`config.mk`:
```
export PLATFORM = sky130hd
export DESIGN_NAME = key_debouncer
export DESIGN_NICKNAME = d
export VERILOG_FILES = /design/src/rtl/key_debouncer.sv
export SDC_FILE = /design/constraint.sdc
export NUM_CORES = 1
export LEC_CHECK = 0
export ABC_AREA = 1
export ABC_CLOCK_PERIOD_IN_PS = 1700
export BUFFER_PORTS_ARGS = -buffer_cell sky130_fd_sc_hd__buf_2
export CAP_MARGIN = 20
export CORE_MARGIN = 10
export CORE_UTILIZATION = 50
export CTS_BUF_LIST = sky130_fd_sc_hd__clkbuf_4 sky130_fd_sc_hd__clkbuf_8
export CTS_CLUSTER_SIZE = 40
export DETAILED_ROUTE_END_ITERATION = 8
export PLACE_DENSITY = 0.68
export SLEW_MARGIN = 20
export SYNTH_ARGS = -nofsm -noshare
export SYNTH_HDL_FRONTEND = slang
export SYNTH_SLANG_ARGS = --single-unit
```
`constraint.sdc`:
```
create_clock -name clk -period 1.7 [get_ports clk]
set_input_delay 0.17 -clock clk [delete_from_list [all_inputs] [get_ports clk]]
set_output_delay 0.17 -clock clk [all_outputs]
set_load 0.01 [all_outputs]
```
`src/rtl/key_debouncer.sv`:
```
// Per-key push-button debouncer: stable level, press/release pulses and a press counter.
// Define KEY_DEBOUNCER_SYNC_EN to add a 2-flop input synchronizer (required on hardware).
module key_debouncer #(
  parameter int unsigned N_KEYS          = 2,
  parameter int unsigned DEBOUNCE_CYCLES = 4,
  parameter int unsigned CNT_W           = 16
) (
  input  logic              clk,
  input  logic              rst_n,
  input  logic [N_KEYS-1:0] key_n,
  output logic [N_KEYS-1:0] key_level,
  output logic [N_KEYS-1:0] key_press,
  output logic [N_KEYS-1:0] key_release,
  output logic [7:0]        press_count
);

  typedef enum logic [1:0] {
    StReleased,
    StWaitPress,
    StPressed,
    StWaitRelease
  } state_e;

  localparam logic [CNT_W-1:0] CntLast = CNT_W'(DEBOUNCE_CYCLES - 1);
  localparam logic [CNT_W-1:0] CntOne  = CNT_W'(1);

  state_e            state_q [N_KEYS];
  state_e            state_d [N_KEYS];
  logic [CNT_W-1:0]  cnt_q   [N_KEYS];
  logic [CNT_W-1:0]  cnt_d   [N_KEYS];
  logic [N_KEYS-1:0] sample;
  logic [N_KEYS-1:0] level_d;
  logic [N_KEYS-1:0] press_d;
  logic [N_KEYS-1:0] release_d;
  logic [7:0]        count_d;

`ifdef KEY_DEBOUNCER_SYNC_EN
  logic [N_KEYS-1:0] sync1_q;
  logic [N_KEYS-1:0] sync2_q;

  // Reset to 1 so an idle (released) button looks released from the first cycle.
  always_ff @(posedge clk or negedge rst_n) begin
    if (!rst_n) begin
      sync1_q <= '1;
      sync2_q <= '1;
    end else begin
      sync1_q <= key_n;
      sync2_q <= sync1_q;
    end
  end

  assign sample = ~sync2_q;
`else
  assign sample = ~key_n;
`endif

  always_comb begin
    level_d   = key_level;
    press_d   = '0;
    release_d = '0;
    for (int i = 0; i < int'(N_KEYS); i++) begin
      state_d[i] = state_q[i];
      cnt_d[i]   = cnt_q[i];
      unique case (state_q[i])
        StReleased: begin
          if (sample[i]) begin
            state_d[i] = StWaitPress;
            cnt_d[i]   = CntOne;
          end
        end
        StWaitPress: begin
          if (!sample[i]) begin
            state_d[i] = StReleased;
            cnt_d[i]   = '0;
          end else if (cnt_q[i] == CntLast) begin
            state_d[i] = StPressed;
            cnt_d[i]   = '0;
            level_d[i] = 1'b1;
            press_d[i] = 1'b1;
          end else begin
            cnt_d[i] = cnt_q[i] + CntOne;
          end
        end
        StPressed: begin
          if (!sample[i]) begin
            state_d[i] = StWaitRelease;
            cnt_d[i]   = CntOne;
          end
        end
        StWaitRelease: begin
          if (sample[i]) begin
            state_d[i] = StPressed;
            cnt_d[i]   = '0;
          end else if (cnt_q[i] == CntLast) begin
            state_d[i]   = StReleased;
            cnt_d[i]     = '0;
            level_d[i]   = 1'b0;
            release_d[i] = 1'b1;
          end else begin
            cnt_d[i] = cnt_q[i] + CntOne;
          end
        end
        default: begin
          state_d[i] = StReleased;
          cnt_d[i]   = '0;
        end
      endcase
    end
  end

  // The counter follows the registered press pulses, so it advances one cycle after each commit.
  always_comb begin
    count_d = press_count;
    for (int i = 0; i < int'(N_KEYS); i++) begin
      count_d = count_d + 8'(key_press[i]);
    end
  end

  always_ff @(posedge clk or negedge rst_n) begin
    if (!rst_n) begin
      for (int i = 0; i < int'(N_KEYS); i++) begin
        state_q[i] <= StReleased;
        cnt_q[i]   <= '0;
      end
      key_level   <= '0;
      key_press   <= '0;
      key_release <= '0;
      press_count <= '0;
    end else begin
      for (int i = 0; i < int'(N_KEYS); i++) begin
        state_q[i] <= state_d[i];
        cnt_q[i]   <= cnt_d[i];
      end
      key_level   <= level_d;
      key_press   <= press_d;
      key_release <= release_d;
      press_count <= count_d;
    end
  end

endmodule

```
-- Word-level counts from Yosys, hierarchy flattened
Cells that the tools add are included.
W data, S select, Z words.
- word-level logic and storage cells: 94
- output and inout port bits: 14
- register bits after elaboration: 50
- bits of input ports: 4
- muxes and demuxes: 46
- equality and inequality tests: 24
- $add $sub $neg: 4
- reductions and logical operators: 10
- bitwise logic cells: 1
- operators by type and width (kind ; number):
    $mux W16 ; 10
    $pmux W16 S4 ; 2
    $add A16 B1 Y16 const B ; 2
    $eq A16 B2 Y1 const B ; 2
    $mux W2 ; 12
    $ne A2 B2 Y1 const B ; 12
    $mux W1 ; 18
    $add A8 B1 Y8 ; 2
    $pmux W2 S4 ; 2
    $ne A3 B3 Y1 const B ; 4
    $reduce_and A5 Y1 ; 2
    $eq A2 B2 Y1 const B ; 4
    $reduce_and A4 Y1 ; 2
    $eq A2 B1 Y1 const B ; 2
    $logic_not A2 Y1 ; 2
    $pmux W1 S2 ; 2
    $reduce_and A2 Y1 ; 2
    $reduce_bool A2 Y1 ; 2
    $not A2 Y2 ; 1

-- Depth between registers and ports, before layout
- depth after elaboration: 4
- gate-level depth with buffers: 10
- depth with buffers taken out: 9

-- Least setup slack after synthesis
OpenSTA, ideal clock, no wires.
- kind: flip-flop to flip-flop
- start point: register key_press[0]
- end point: register press_count[6]
- stages on the path, launching flop included: 8
- slack: 179 ps
- required time: 1621 ps
- arrival: 1442 ps
- library setup time: 79 ps
- period minus slack after synthesis: 1521 ps
- path buffers: 0
- path through: dfrtp_1 > inv_1 > fa_1 > inv_1 > ha_1 > nand3_1 > nor2_1 > xor2_1
- word-level cells in the longest chain between the ends: 2
- RTL lines (element ; line ; text):
    from (decl) ; 12 ; output logic [N_KEYS-1:0] key_press,
    from (signal assigned) ; 135 ; key_press <= press_d;
    $add A8 B1 Y8 (2 in a row) ; 115 ; count_d = count_d + 8'(key_press[i]);
    named net count_d[6] ; 35 ; logic [7:0] count_d;
    to (signal assigned) ; 137 ; press_count <= count_d;
    to (decl) ; 14 ; output logic [7:0] press_count
The timed path passes the listed nets, and every way through them passes these cells.
A chain may end at the register's enable or synchronous reset.

-- Worst setup path after layout
Same ends and word-level chain as after synthesis.

==> flow_metrics.tcl <==
set metrics [dict create \
    rows 28 \
    syn_area_um2 2990 \
    core_um2 5850 \
    crit_fanout 2 \
    worstSkewPairLatency_ns 0.31 \
    synth_fp_nets 397 \
    cp-end-kind "register" \
    ys_async_sr_fraction 1.00 \
    die_height_um 97.4 \
    cp-startpoint "key_press[0]" \
    first_global_vias 2433 \
    postCtsSetupRepairBufs 0 \
    min_period_ns 1.55 \
    ys_seq_elements 50 \
    multi_input_area_um2 1510 \
    die_x_um 97.4 \
    cp-start-kind "register" \
    ys.flop_type "dfrtp_1" \
    yosysUniqueCellTypes 32 \
    via_count 2550 \
    slew_violations 0 \
    clk_pin_slew_ns 0.10 \
    setup.worst_path.class "reg2reg" \
    nNetsFinal 422 \
    initial_core_util 0.512 \
    drt_wl_total_mm 6.52 \
    slew_headroom 0.775 \
    hpwl_mm 4.93 \
    n_antenna_cell 0 \
    vdd_drop_max_mv 0.652 \
    reg2reg_slack_ns 0.15 \
    wl_per_cell_um 13.3 \
    finalSetupViolations 0 \
    tightest_slew_ns 0.337 \
    antenna_found_initial 0 \
    finalCritPeriodShare 0.913 \
    gr-total-overflow 0 \
    cts_max_level 2 \
    grt_max_degree 51 \
    hold_class "in2reg" \
    synth_edf_count 0 \
    yosysSeqAreaShare 0.418 \
    grt_usage 0.141 \
    first_iter_violations 208 \
    yosysTopAreaCellShare 0.418 \
    crit_top_cell "inv_1" \
    io_buffers 17 \
    ios 18 \
    cpPeakStageDelay_ns 0.40 \
    syn_area_per_cell_um2 7.70 \
    clock_skew_ns 0.00531 \
    synth_most_common_cell "nand2_1" \
    yosysTopAreaCell "dfrtp_1" \
    grt_pass1_wl_mm 11.5 \
    vias_per_cell 5.20 \
    required_ns 1.93 \
    cts.sinks 50 \
    syn_inst 389 \
    clockBufferDepth 2 \
    min-delay-start "key_n[1]" \
    fillers 539 \
    cpMaxStageDelayCell "fa_1" \
    cts_made_buffers 5 \
    ys_warn_count 0 \
    regArea_um2 1250 \
    yosys-top-cells-area "dfrtp_1 42%, nand2_1 12%, nor2_1 6.5%" \
    detail-route-antenna-nets 0 \
    drive_above_1_share 0.152 \
    tritoncts "yes" \
    tns_ns 0 \
    die_area_um2 9480 \
    crit_chain "inv_1 -> fa_1 -> inv_1 -> ha_1 -> nand3_1 -> nor2_1 -> xor2_1" \
    dr.pass1.iters 4 \
    hold_viol 0 \
    cap_violations 0 \
    power_mw 3.43 \
    crit_arrival_ns 1.78 \
    synth_common_cells "98 x nand2_1, 52 x nor2_1, 50 x dfrtp_1" \
    rsz0062_at_grt "false" \
    worstReg2RegStart "key_press[0]" \
    p_leak_nw 1.58 \
    clock-root-buffer "clkbuf_8" \
    area_delta_synth_final_pct 10.3 \
    power_density_nw_per_um2 1040 \
    gp_congestion 0.966 \
    outcome "finished clean" \
    remaining_drc_errors 0 \
    fmax_ghz 0.644 \
]
==> flip-flops by register name, indices dropped and copies added, names as in the netlist, named ones only <==
register,flops
cnt_q,32
press_count,8
key_level,2
key_press,2
key_release,2
state_q,2
==> what timing repair did <==
| action | 4_1_cts | 5_1_grt |
|---|---|---|
| hold buffers | 1 | 0 |
| endpoints found under the setup margin | 0 | 0 |
| endpoints found under the hold margin | 50 | 0 |
| resized for setup | 0 | 0 |
==> final timing paths <==
check | end | cells after the start
setup reg to reg | press_count[6] | 7
min in group asynchronous | cnt_q[28] | 3
setup / recovery | press_count[6] | 7
hold reg to reg | press_count[7] | 1
max in group asynchronous | cnt_q[0] | 3
hold / removal | key_release[1] | 3
==> logic make-up after synthesis <==
| family | share of synthesized area |
|---|---|
| buf+inv | 0.0777 |
| flops | 0.418 |
| compound gates | 0.0522 |
| xor+xnor | 0.0581 |
| simple gates | 0.375 |
| fa+ha+maj | 0.0192 |
==> final cells by class <==
type                       count  share of cell area
clock inverter                 3              0.0133
tap                           75              0.0284
multi-input combinational    283               0.457
inverter                      52              0.0598
clock buffer                   5              0.0208
sequential                    50               0.379
timing repair buffer          22              0.0417
==> worst max-delay path, delay by kind of cell (launching register included) <==
kind                       cells  cell delay (ns)
adders and majority gates      2             0.58
DFF                            1             0.35
and+or+nand+nor                2             0.24
xor gates and xnor gates       1             0.17
buffers and inverters          2             0.13
==> placed cells by master (no fill, tap or decap), drive strengths merged <==
cell type and n:
o22ai 7, inv 53, a21oi 1, nor2 63, dfrtp 50, o211ai 3, nand2 107, nand3 41
bufinv 1, nand3b 2, xor2 15, dlygate4sd3 1, o21bai 1, clkbuf 5, nand4 19, ha 3
fa 1, xnor2 4, clkinv 1, o21ai 12, nor3 4, buf 21
==> where the power goes <==
group / internal (mW) / leakage (nW) / total [mW] / switching (mW)
Combinational: 0.345 / 0.844 / 1.05 / 0.709
Sequential: 1.34 / 0.677 / 1.51 / 0.173
Clock: 0.442 / 0.0585 / 0.867 / 0.426
==> metal layers <==
layer	part of all wire	track usage	wire, um
met3	0.060	0.0299	390
met2	0.45	0.217	2930
met1	0.48	0.191	3100
met4	0.015	0.0436	101
met5	0	0	0
==> metrics by stage <==
step | instance area [um^2] | setup WS (ns) | hold WS (ns) | util | instances
detailed placement | 3180 | 0.157 | 0.180 | 0.544 | 481
floorplan | 2990 | 0.179 | -0.126 | - | 389
global placement | 3180 | 0.210 | 0.180 | 0.544 | 481
finish | 3300 | 0.148 | 0.125 | 0.565 | 490
global route | 3300 | 0.000839 | 0.142 | 0.565 | 490
CTS | 3300 | 0.134 | 0.119 | 0.565 | 490
Note: power is estimated with default switching activity, not from simulation.
